File: src/rtl/mem_arb_pkg.sv
// Shared definitions for the unified-memory arbiter.
//   arb_state_t  : FSM state encoding (IDLE / BUSY_I / BUSY_D)
//   ACK_*        : selects which requester receives the completion pulse
//   timer_width  : counter width that holds TIMEOUT-1
package mem_arb_pkg;

  typedef enum logic [1:0] {
    IDLE   = 2'b00,
    BUSY_I = 2'b01,
    BUSY_D = 2'b10
  } arb_state_t;

  localparam logic [1:0] ACK_NONE = 2'b00;
  localparam logic [1:0] ACK_I    = 2'b01;
  localparam logic [1:0] ACK_D    = 2'b10;

  function automatic int timer_width(input int timeout);
    return (timeout < 2) ? 1 : $clog2(timeout);
  endfunction

endpackage

File: src/rtl/mem_arb_timer.sv
// Loadable saturating down-counter used as the access timeout.
//   clk      in  system clock
//   rst      in  synchronous reset, active low
//   clr      in  force count to zero
//   load     in  load load_val (lower priority than clr)
//   load_val in  value loaded on load
//   dec      in  decrement by one, saturating at zero
//   expire   out count is zero
module mem_arb_timer #(
  parameter int W = 6
) (
  input  logic         clk,
  input  logic         rst,
  input  logic         clr,
  input  logic         load,
  input  logic [W-1:0] load_val,
  input  logic         dec,
  output logic         expire
);

  logic [W-1:0] cnt;

  always_ff @(posedge clk) begin
    if (!rst) begin
      cnt <= '0;
    end else if (clr) begin
      cnt <= '0;
    end else if (load) begin
      cnt <= load_val;
    end else if (dec && (cnt != '0)) begin
      cnt <= cnt - 1'b1;
    end
  end

  assign expire = (cnt == '0);

endmodule

File: src/rtl/mem_arbiter.sv
// Arbiter sharing one single-port memory between instruction fetch (I)
// and the data stage (D). Serialises accesses, drives the memory request,
// flags misaligned and timed-out accesses.
//
// Optional feature: define ARB_FAIRNESS_EN to force an I grant after
// STARVE_LIMIT consecutive D grants taken while I was waiting. Without it
// D has strict priority.
//
// Ports
//   clk, rst                 clock, synchronous active-low reset
//   i_req/i_addr             fetch request and address
//   i_ack/i_rdata            fetch completion pulse and read data
//   d_req/d_we/d_addr/d_wdata data request, write flag, address, write word
//   d_ack/d_rdata            data completion pulse and read data
//   mem_req/mem_we/mem_addr/mem_wdata  memory-side request (addr/we/wdata registered)
//   mem_rdata/mem_ready      memory read data and completion
//   busy                     access in flight
//   err                      pulses with the ack of a faulted access
//
// state  | meaning
// IDLE   | no access in flight; arbitrate, ack misaligned requests directly
// BUSY_I | fetch access on the memory bus, waiting for mem_ready or timeout
// BUSY_D | data access on the memory bus, waiting for mem_ready or timeout
module mem_arbiter
  import mem_arb_pkg::*;
#(
  parameter int ADDR_W       = 16,
  parameter int DATA_W       = 16,
  parameter int TIMEOUT      = 64,
  parameter int STARVE_LIMIT = 4
) (
  input  logic              clk,
  input  logic              rst,
  input  logic              i_req,
  input  logic [ADDR_W-1:0] i_addr,
  output logic              i_ack,
  output logic [DATA_W-1:0] i_rdata,
  input  logic              d_req,
  input  logic              d_we,
  input  logic [ADDR_W-1:0] d_addr,
  input  logic [DATA_W-1:0] d_wdata,
  output logic              d_ack,
  output logic [DATA_W-1:0] d_rdata,
  output logic              mem_req,
  output logic              mem_we,
  output logic [ADDR_W-1:0] mem_addr,
  output logic [DATA_W-1:0] mem_wdata,
  input  logic [DATA_W-1:0] mem_rdata,
  input  logic              mem_ready,
  output logic              busy,
  output logic              err
);

  localparam int TMR_W = timer_width(TIMEOUT);

  arb_state_t        state, state_nxt;
  logic [1:0]        ack_sel;
  logic [DATA_W-1:0] ack_rdata;
  logic              grant_i, grant_d;
  logic              tmr_dec, tmr_clr, tmr_expire;
  logic              force_i;
  logic              pick_d, pick_i;

  mem_arb_timer #(.W(TMR_W)) u_timer (
    .clk      (clk),
    .rst      (rst),
    .clr      (tmr_clr),
    .load     (grant_i | grant_d),
    .load_val (TMR_W'(TIMEOUT - 1)),
    .dec      (tmr_dec),
    .expire   (tmr_expire)
  );

`ifdef ARB_FAIRNESS_EN
  localparam int STARVE_W = $clog2(STARVE_LIMIT + 1);
  localparam logic [STARVE_W-1:0] STARVE_MAX = STARVE_W'(STARVE_LIMIT);

  logic [STARVE_W-1:0] starve_cnt;

  always_ff @(posedge clk) begin
    if (!rst) begin
      starve_cnt <= '0;
    end else if (grant_i) begin
      starve_cnt <= '0;
    end else if (grant_d && i_req && (starve_cnt != STARVE_MAX)) begin
      starve_cnt <= starve_cnt + 1'b1;
    end
  end

  assign force_i = (starve_cnt == STARVE_MAX);
`else
  assign force_i = 1'b0;
`endif

  // Forcing I only matters while I is actually asking.
  assign pick_d = d_req && !(force_i && i_req);
  assign pick_i = i_req && !pick_d;

  always_comb begin
    state_nxt = state;
    ack_sel   = ACK_NONE;
    ack_rdata = '0;
    err       = 1'b0;
    grant_i   = 1'b0;
    grant_d   = 1'b0;
    tmr_dec   = 1'b0;
    // Acks are suppressed while reset is asserted so an abandoned access never completes.
    if (rst) begin
      case (state)
        IDLE: begin
          if (pick_d) begin
            if (d_addr[0]) begin
              ack_sel = ACK_D;
              err     = 1'b1;
            end else begin
              grant_d   = 1'b1;
              state_nxt = BUSY_D;
            end
          end else if (pick_i) begin
            if (i_addr[0]) begin
              ack_sel = ACK_I;
              err     = 1'b1;
            end else begin
              grant_i   = 1'b1;
              state_nxt = BUSY_I;
            end
          end
        end
        BUSY_I, BUSY_D: begin
          if (mem_ready) begin
            ack_sel   = (state == BUSY_I) ? ACK_I : ACK_D;
            ack_rdata = mem_rdata;
            state_nxt = IDLE;
          end else if (tmr_expire) begin
            ack_sel   = (state == BUSY_I) ? ACK_I : ACK_D;
            err       = 1'b1;
            state_nxt = IDLE;
          end else begin
            tmr_dec = 1'b1;
          end
        end
        default: state_nxt = IDLE;
      endcase
    end
  end

  assign tmr_clr = (state != IDLE) && (state_nxt == IDLE);

  assign i_ack   = (ack_sel == ACK_I);
  assign d_ack   = (ack_sel == ACK_D);
  assign i_rdata = i_ack ? ack_rdata : '0;
  assign d_rdata = d_ack ? ack_rdata : '0;
  assign mem_req = (state != IDLE);
  assign busy    = (state != IDLE);

  always_ff @(posedge clk) begin
    if (!rst) begin
      state     <= IDLE;
      mem_we    <= 1'b0;
      mem_addr  <= '0;
      mem_wdata <= '0;
    end else begin
      state <= state_nxt;
      if (grant_d) begin
        mem_we    <= d_we;
        mem_addr  <= d_addr;
        mem_wdata <= d_wdata;
      end else if (grant_i) begin
        mem_we   <= 1'b0;
        mem_addr <= i_addr;
      end
    end
  end

endmodule

File: config.mk
export PLATFORM = sky130hd
export DESIGN_NAME = mem_arbiter
export DESIGN_NICKNAME = d
export VERILOG_FILES = /design/src/rtl/mem_arb_pkg.sv /design/src/rtl/mem_arb_timer.sv /design/src/rtl/mem_arbiter.sv
export SDC_FILE = /design/constraint.sdc
export NUM_CORES = 1
export LEC_CHECK = 0
export BUFFER_PORTS_ARGS = -buffer_cell sky130_fd_sc_hd__buf_4
export CAP_MARGIN = 10
export CORE_MARGIN = 5
export CORE_UTILIZATION = 46
export CTS_CLUSTER_DIAMETER = 40
export CTS_CLUSTER_SIZE = 25
export DETAILED_ROUTE_END_ITERATION = 10
export PLACE_DENSITY = 0.92
export SLEW_MARGIN = 10
export SYNTH_ARGS = -nofsm -noshare
export SYNTH_HDL_FRONTEND = slang
export SYNTH_SLANG_ARGS = --single-unit
File: constraint.sdc
create_clock -name clk -period 3.8 [get_ports clk]
set_input_delay 0.76 -clock clk [delete_from_list [all_inputs] [get_ports clk]]
set_output_delay 0.76 -clock clk [all_outputs]
set_load 0.02 [all_outputs]
==> results.md, run 1 <==
* CTS H-tree lvls at 2
* Outcome: finished clean
* Most common library cell in the layout ignoring fill and taps: sky130_fd_sc_hd__buf_4
* Detailed-route via count at around 2300
* I/O pin count at 140
* First-pass iteration count of the detailed router at 4
* Total count of max-transition violations in the final report at 0
* Initial antenna violation count at 0
* TritonCTS clock tree: built
* Worst reg-to-reg path cell count at 5
* CP startpoint kind: flop
* Post-cts hold buffer count at 0
* Global placer's final weighted congestion at around 0.88
* Number of instances in the placed design at approximately 430
* Growth of design area from synthesis to finish at 52.3%
* Later-pin clock latency in the skew report at 0.29 ns
* Ys flop type: sky130_fd_sc_hd__dfxtp_1
* Die area at a little over 6000 um2
* Num Clock Sinks at 41
* Post-layout total power at 1.10 mW
* Pin slew with the least headroom to its limit at just over 0.7 ns
* Cell area after synthesis at roughly 2200 um2
* Flip-flop and latch count after synthesis at just over 40
* Ant. Diodes at 0
* Largest fanout of any net on the critical path at 16
* Fin Clk Skew at approximately 0.013 ns
* Die Width at slightly below 80 um
* Clock-pin slew on the worst setup and hold paths at ~0.080 ns
* Via density per instance at about 5.3
* Post-Synthesis Cells at ~260
* Estimated wirelength of the detail-placed design at ~5 mm
* Share of final-layout standard cells stronger than drive strength 1 at 0.405
* Placeable core area at around 4700 um2
* Critical setup path kind: flop to output port
* All-Layer GR Usage at 0.192
* Mux cell area share after synthesis at 0.0832
* Setup crit end kind: output port
* CP required at roughly 3.0 ns
* Post-synthesis simple-gate area fraction at 0.277
* Seq/Total Area, Yosys at 0.376
* Number of fill cells in the layout at 385
* Number of max-cap violations at 0
* Chip height at just under 80 um
* Port-buffer cells at 139
* Post-Layout Cell Count at 442
* RSZ-0062 raised after global routing: false
* End point of the worst hold path: mem_wdata[1]
* Min Tclk post-route at 3.08 ns
* Total clock buffers created by CTS at 5
* Starting density of the core at 0.468
* Synthesized-area fraction occupied by adder cells at 0.0287
* Count of instances resized after the clock tree is built at 0
* Lkg Pwr at 1.80 nW
* Number of library cell types mapped by synthesis at 42
* Max Clk Rate at approximately 330 MHz
* Nets@finish at between 400 and 500
* Post-route antenna net violation count at 0
* Final hold vios at 0
* Syn_area_per_cell at ~8.4 um2
* Slew HR at 0.516
* Post-CTS setup buffer count at 0
* Slowest Stage Delay on Critical Path at 0.61 ns
* Global-route wire length before repair at 9.74 mm
* Routed wire per std cell at roughly 14 um
* Worst Hold Class: flop to flop
* Number of enable-type register cells in the synthesized netlist at 0
* Compound-Gate Fraction of Synth Area at 0.173
* Sum Neg Setup Slack at 0 ns
* Startpoint of the most critical hold path: mem_wdata[1]
* CTS root buf: sky130_fd_sc_hd__clkbuf_8
* Ordered list of cells on the worst path: inv_1, ha_1, and4b_1, nor3_2, and3_1, buf_4
* Yosys Warn Count at 0
* Top library cells by usage in the layout, fill and taps aside: sky130_fd_sc_hd__buf_4 (141), sky130_fd_sc_hd__nand2_1 (52), sky130_fd_sc_hd__dfxtp_1 (41), sky130_fd_sc_hd__and3_1 (33), sky130_fd_sc_hd__o21ai_0 (18)
* Largest net degree at the start of global routing at 40
* Power density over the cells at between 300 and 400 nW/um2
* Startpoint of the lowest-slack register-to-register path: state[0]
* Final critical-path share of the clock period at 0.810
* Post-Synth XOR/XNOR Area at 0.00402
* R2r endpoint: u_timer.cnt[4]
* Nets in the synthesized netlist at ~330
* Routed WL at between 6 and 7 mm
* Violation count after the first detailed-route iteration at between 100 and 150
* Slack of the worst reg-to-reg path at between 1.5 and 2 ns
* Gr ovfl total at 0
* Hold-critical path depth at 2
* Number of DRC violations after detailed routing at 0
* Number of global-route vias before repair at ~2200
* Final count of negative-setup-slack endpoints at 0
* Post-Route Utilization at 0.713
* Row Count at 25
* Longest Clk Path Bufs at 2
* Synth async-reset ratio at 0
* Cell with the biggest individual delay on the critical path: sky130_fd_sc_hd__nor3_2
* Combinational family with the most area after synthesis: simple AND/OR/NAND/NOR gates
* Worst hold-check slack at 0.461 ns
* Data arrival, critical path at between 2 and 2.5 ns
* Peak supply drop at a little under 0.3 mV
[cells by family (layout without fill, tap and decap cells)]
logic type	Yosys count	in the layout
AND/OR/NAND/NOR	114	114
AO/OA/AOI/OAI	54	54
flip-flops	41	41
buffers and inverters	26	155
multiplexers	18	18
adder cells (fa/ha/maj)	5	5
XOR/XNOR	1	1
[cells in the mapped netlist, drive strengths merged (2+ instances only)]
| master | count | share of area |
|---|---|---|
| nor3 | 4 | 0.014 |
| clkbuf | 9 | 0.016 |
| and4b | 2 | 0.0092 |
| a31oi | 2 | 0.0057 |
| dfxtp | 41 | 0.38 |
| nand3 | 5 | 0.011 |
| a21oi | 10 | 0.026 |
| o211a | 15 | 0.069 |
| o21ai | 19 | 0.044 |
| inv | 6 | 0.010 |
| ha | 5 | 0.029 |
| and3 | 33 | 0.095 |
| nor2 | 3 | 0.0052 |
| nand2 | 52 | 0.090 |
| mux2i | 17 | 0.078 |
| nand2b | 3 | 0.0086 |
| nor2b | 3 | 0.0086 |
| buf | 11 | 0.031 |
[final cells by class]
class / count / area, um2 / area share
Timing Repair Buffer: 141 / 1060 / 0.319
Multi-Input combinational cell: 192 / 1240 / 0.372
Tap cell: 54 / 67.6 / 0.0203
Inverter: 6 / 22.5 / 0.00678
Sequential cell: 41 / 821 / 0.247
Clock buffer: 7 / 86.3 / 0.0260
Clock inverter: 1 / 30.0 / 0.00904
[metal layers]
metal | part of all wire | routed length, um | global-route usage
met1 | 0.36 | 2310 | 0.208
met2 | 0.51 | 3270 | 0.354
met3 | 0.12 | 746 | 0.0714
met4 | 0.011 | 70 | 0.0447
met5 | 0 | 0 | 0
[flip-flops by register name, indices dropped and copies added, names as in the netlist]
name	count
mem_addr	16
state	2
mem_wdata	16
mem_we	1
u_timer.cnt	6
[how the worst max path moves through the flow]
stage | start | to | slack [ns] | cells past startpoint
floorplan | rst | i_ack | 1.21 | 5
global placement | rst | i_rdata[6] | 0.80 | 5
detailed placement | rst | i_rdata[10] | 0.74 | 5
CTS | state[0] | d_rdata[12] | 0.73 | 6
global route | state[0] | d_rdata[12] | 0.49 | 6
finish | state[0] | d_rdata[12] | 0.72 | 6
[worst max-delay path: cells and delay by family, from the launching register on]
kind	cells	cell delay, ns
AND/OR/NAND/NOR	3	1.13
buffers and inverters	2	0.22
flip-flops	1	0.40
adder cells (fa/ha/maj)	1	0.28
[metrics by stage]
step           setup WS [ns]  instance area, um2
2_1_floorplan           1.21                2180
3_3_place_gp           0.803                3210
3_5_place_dp           0.743                3210
4_1_cts                0.729                3320
5_1_grt                0.491                3320
6_report               0.723                3320
[where the power goes]
part,switching (mW),total (mW),internal (mW)
clock,0.145,0.359,0.214
sequential,0.0183,0.477,0.458
combinational,0.137,0.269,0.132
total,0.300,1.10,0.804
Note: power is estimated with default switching activity, not from simulation.
==> inputs of run 2 (changes only) <==
--- a/config.mk
+++ b/config.mk
@@ -8,11 +8,11 @@
 export BUFFER_PORTS_ARGS = -buffer_cell sky130_fd_sc_hd__buf_4
 export CAP_MARGIN = 10
 export CORE_MARGIN = 5
-export CORE_UTILIZATION = 46
+export CORE_UTILIZATION = 38
 export CTS_CLUSTER_DIAMETER = 40
 export CTS_CLUSTER_SIZE = 25
 export DETAILED_ROUTE_END_ITERATION = 10
-export PLACE_DENSITY = 0.92
+export PLACE_DENSITY = 0.82
 export SLEW_MARGIN = 10
 export SYNTH_ARGS = -nofsm -noshare
 export SYNTH_HDL_FRONTEND = slang
==> constraint.sdc (replaced) <==
create_clock -name clk -period 2.62 [get_ports clk]
set_input_delay 0.524 -clock clk [delete_from_list [all_inputs] [get_ports clk]]
set_output_delay 0.524 -clock clk [all_outputs]
set_load 0.02 [all_outputs]
==> run 2 against run 1 <==
Compared with the run above:
- die area rose by 18%
- utilization fell by 10 points
- first-iteration DRC count fell by 5.9%
- critical endpoint is now d_ack
- clock skew fell by 0.0081 ns
- total power rose by 46%
- cell count rose by 5.0%
- global-route usage fell by 1.7 points
- design area rose by 2.1%
- sequential power rose by 45%
- largest cell class unchanged
- setup slack got worse by 0.61 ns
- largest power group unchanged
- sequential share of layout area fell by 0.47 points
- hold slack got worse by 0.037 ns
==> results.md, run 2 (synthesis results as in run 1) <==
* Outcome: finished clean
* Number of DRC violations after detailed routing at 0 (unchanged)
* Peak supply drop at 0.256 mV (-13%)
* Final design area excluding fillers at 3390 um2 (+2.1%)
* Final count of negative-setup-slack endpoints at 0 (unchanged)
* CP startpoint kind: flop
* Power density over the cells at 475 nW/um2 (+43%)
* Starting density of the core at 0.394 (-0.0743)
* TritonCTS clock tree: built
* Register area at 822 um2 (+0.15%)
* CP required at 2.10 ns (-0.94 ns)
* Die Width at 85.8 um (+8.8%)
* Die area at 7350 um2 (+18%)
* Initial antenna violation count at 0 (unchanged)
* Growth of design area from synthesis to finish at 55.5%
* Post-CTS setup buffer count at 0 (unchanged)
* Regs by FF count: mem_addr (16), mem_wdata (16), u_timer.cnt (6)
* Min Tclk post-route at between 2 and 3 ns
* Total count of max-transition violations in the final report at 0 (unchanged)
* Chip height at 85.8 um (+8.8%)
* Ant. Diodes at 0 (unchanged)
* Global-route wire length before repair at 10.5 mm (+8.0%)
* Number of fill cells in the layout at 492 (+28%)
* Fin Clk Skew at 0.00465 ns (-0.00812 ns)
* Area of the multi-input gates at 1250 um2 (+1.3%)
* Gr ovfl total at 0 (unchanged)
* Share of final-layout standard cells stronger than drive strength 1 at 0.418 (+0.0137)
* Worst hold-check slack at 0.423 ns (-0.0374 ns)
* Largest net degree at the start of global routing at 33 (-18%)
* Nets@finish at 466 (+0.87%)
* Data arrival, critical path at 1.99 ns (-0.33 ns)
* Area after detailed placement at 3260 um2 (+1.6%)
* Pin slew with the least headroom to its limit at 0.638 ns (-0.0837 ns)
* Global placer's final weighted congestion at 0.883 (+0.31%)
* All-Layer GR Usage at 0.175 (-0.0171)
* CTS H-tree lvls at 2 (unchanged)
* Total clock buffers created by CTS at 5 (unchanged)
* Num Clock Sinks at 41 (unchanged)
* Max Clk Rate at 398 MHz
* Estimated wirelength of the detail-placed design at 5.16 mm (+1.2%)
* Startpoint of the most critical hold path: d_wdata[12]
* Post-route antenna net violation count at 0 (unchanged)
* First-pass iteration count of the detailed router at 4 (unchanged)
* Via density per instance at 4.98 (-5.3%)
* Critical setup path kind: flop to output port
* Setup crit end kind: output port
* Routed WL at 6.43 mm (+0.61%)
* Lkg Pwr at 1.82 nW (+1.3%)
* Largest fanout of any net on the critical path at 6 (-10)
* RSZ-0062 raised after global routing: false
* Later-pin clock latency in the skew report at 0.29 ns (about the same)
* CTS root buf: sky130_fd_sc_hd__clkbuf_8
* Detailed-route via count at 2312 (-0.60%)
* I/O pin count at 140 (unchanged)
* Number of max-cap violations at 0 (unchanged)
* Sum Neg Setup Slack at 0 ns (unchanged)
* Final hold vios at 0 (unchanged)
* Slew HR at 0.574 (+0.0584)
* Longest Clk Path Bufs at 2 (unchanged)
* Launch point of the worst path: u_timer.cnt[0]
* Placeable core area at 5540 um2 (+19%)
* Port-buffer cells at 139 (unchanged)
* Row Count at 27 (+8.0%)
* Top library cells by usage in the layout, fill and taps aside: sky130_fd_sc_hd__buf_4 (145), sky130_fd_sc_hd__nand2_1 (52), sky130_fd_sc_hd__dfxtp_1 (40), sky130_fd_sc_hd__and3_1 (33), sky130_fd_sc_hd__o21ai_0 (18)
* Worst Hold Class: input pin to flop
* Most common library cell in the layout ignoring fill and taps: sky130_fd_sc_hd__buf_4
* Final critical-path share of the clock period at 0.959
* Startpoint of the lowest-slack register-to-register path: state[0]
* Clock-pin slew on the worst setup and hold paths at 0.08 ns (about the same)
* Routed wire per std cell at 13.9 um (-4.2%)
* Violation count after the first detailed-route iteration at 96 (-5.9%)
* Number of global-route vias before repair at 2311 (+7.2%)
## run 2: changes by cell type in the layout (fill, tap and decap cells not counted)
| cell | previous run | this run |
|---|---|---|
| sky130_fd_sc_hd__ha_1 | 5 | 4 |
| sky130_fd_sc_hd__o21ai_2 | 0 | 1 |
| sky130_fd_sc_hd__o21ai_1 | 1 | 0 |
| sky130_fd_sc_hd__dfxtp_2 | 0 | 1 |
| sky130_fd_sc_hd__buf_4 | 141 | 145 |
| sky130_fd_sc_hd__dfxtp_1 | 41 | 40 |
| sky130_fd_sc_hd__ha_4 | 0 | 1 |
## run 2: report_power, final
| part | internal, mW | total [mW] | leakage, nW | switching (mW) |
|---|---|---|---|---|
| combinational | 0.198 | 0.398 | 1.43 | 0.201 |
| sequential | 0.665 | 0.690 | 0.336 | 0.0250 |
| clock | 0.311 | 0.524 | 0.0585 | 0.214 |
## run 2: area by class of cell
cell class / count / area share
Multi-Input combinational cell: 192 / 0.369
Sequential cell: 41 / 0.242
Clock inverter: 1 / 0.00885
Tap cell: 72 / 0.0266
Inverter: 6 / 0.00664
Timing Repair Buffer: 145 / 0.321
Clock buffer: 7 / 0.0255
## run 2: routing by layer
layer,up-vias,global-route usage,share of wire
li1,1177,-,-
met1,1008,0.193,0.40
met2,117,0.294,0.44
met3,10,0.0788,0.14
met4,0,0.0691,0.020
met5,-,0,0
## run 2: metrics by stage
step / total power, mW / instances / util / worst slack, ns
6_report: 1.61 / 464 / 0.612 / 0.109
5_1_grt: 1.70 / 464 / 0.612 / 0.0189
4_1_cts: 1.62 / 464 / 0.609 / 0.0353
3_3_place_gp: 1.09 / 456 / 0.588 / 0.450
2_1_floorplan: 0.919 / 259 / - / 0.458
3_5_place_dp: 1.10 / 456 / 0.588 / 0.363
## run 2: worst max-delay path: stages (launching register included)
cell and delay, ns:
sky130_fd_sc_hd__dfxtp_1 0.38, sky130_fd_sc_hd__inv_1 0.08, sky130_fd_sc_hd__ha_1 0.21, sky130_fd_sc_hd__nor2b_1 0.17
sky130_fd_sc_hd__and2_4 0.19, sky130_fd_sc_hd__o21ai_2 0.17, sky130_fd_sc_hd__mux2_2 0.35, sky130_fd_sc_hd__buf_4 0.15
## run 2: timing repair
action | 4_1_cts | 5_1_grt
endpoints found under the setup margin | 0 | 19
resized for setup | 0 | 3
hold buffers | 0 | 0
## run 2: final timing paths
check                                      to  slack, ns  cells past startpoint
worst max-delay path                    d_ack       0.11                      7
worst max register to register  mem_wdata[11]       0.71                      5
worst min register to register  mem_wdata[13]       0.46                      2
worst min-delay path            mem_wdata[12]       0.42                      3
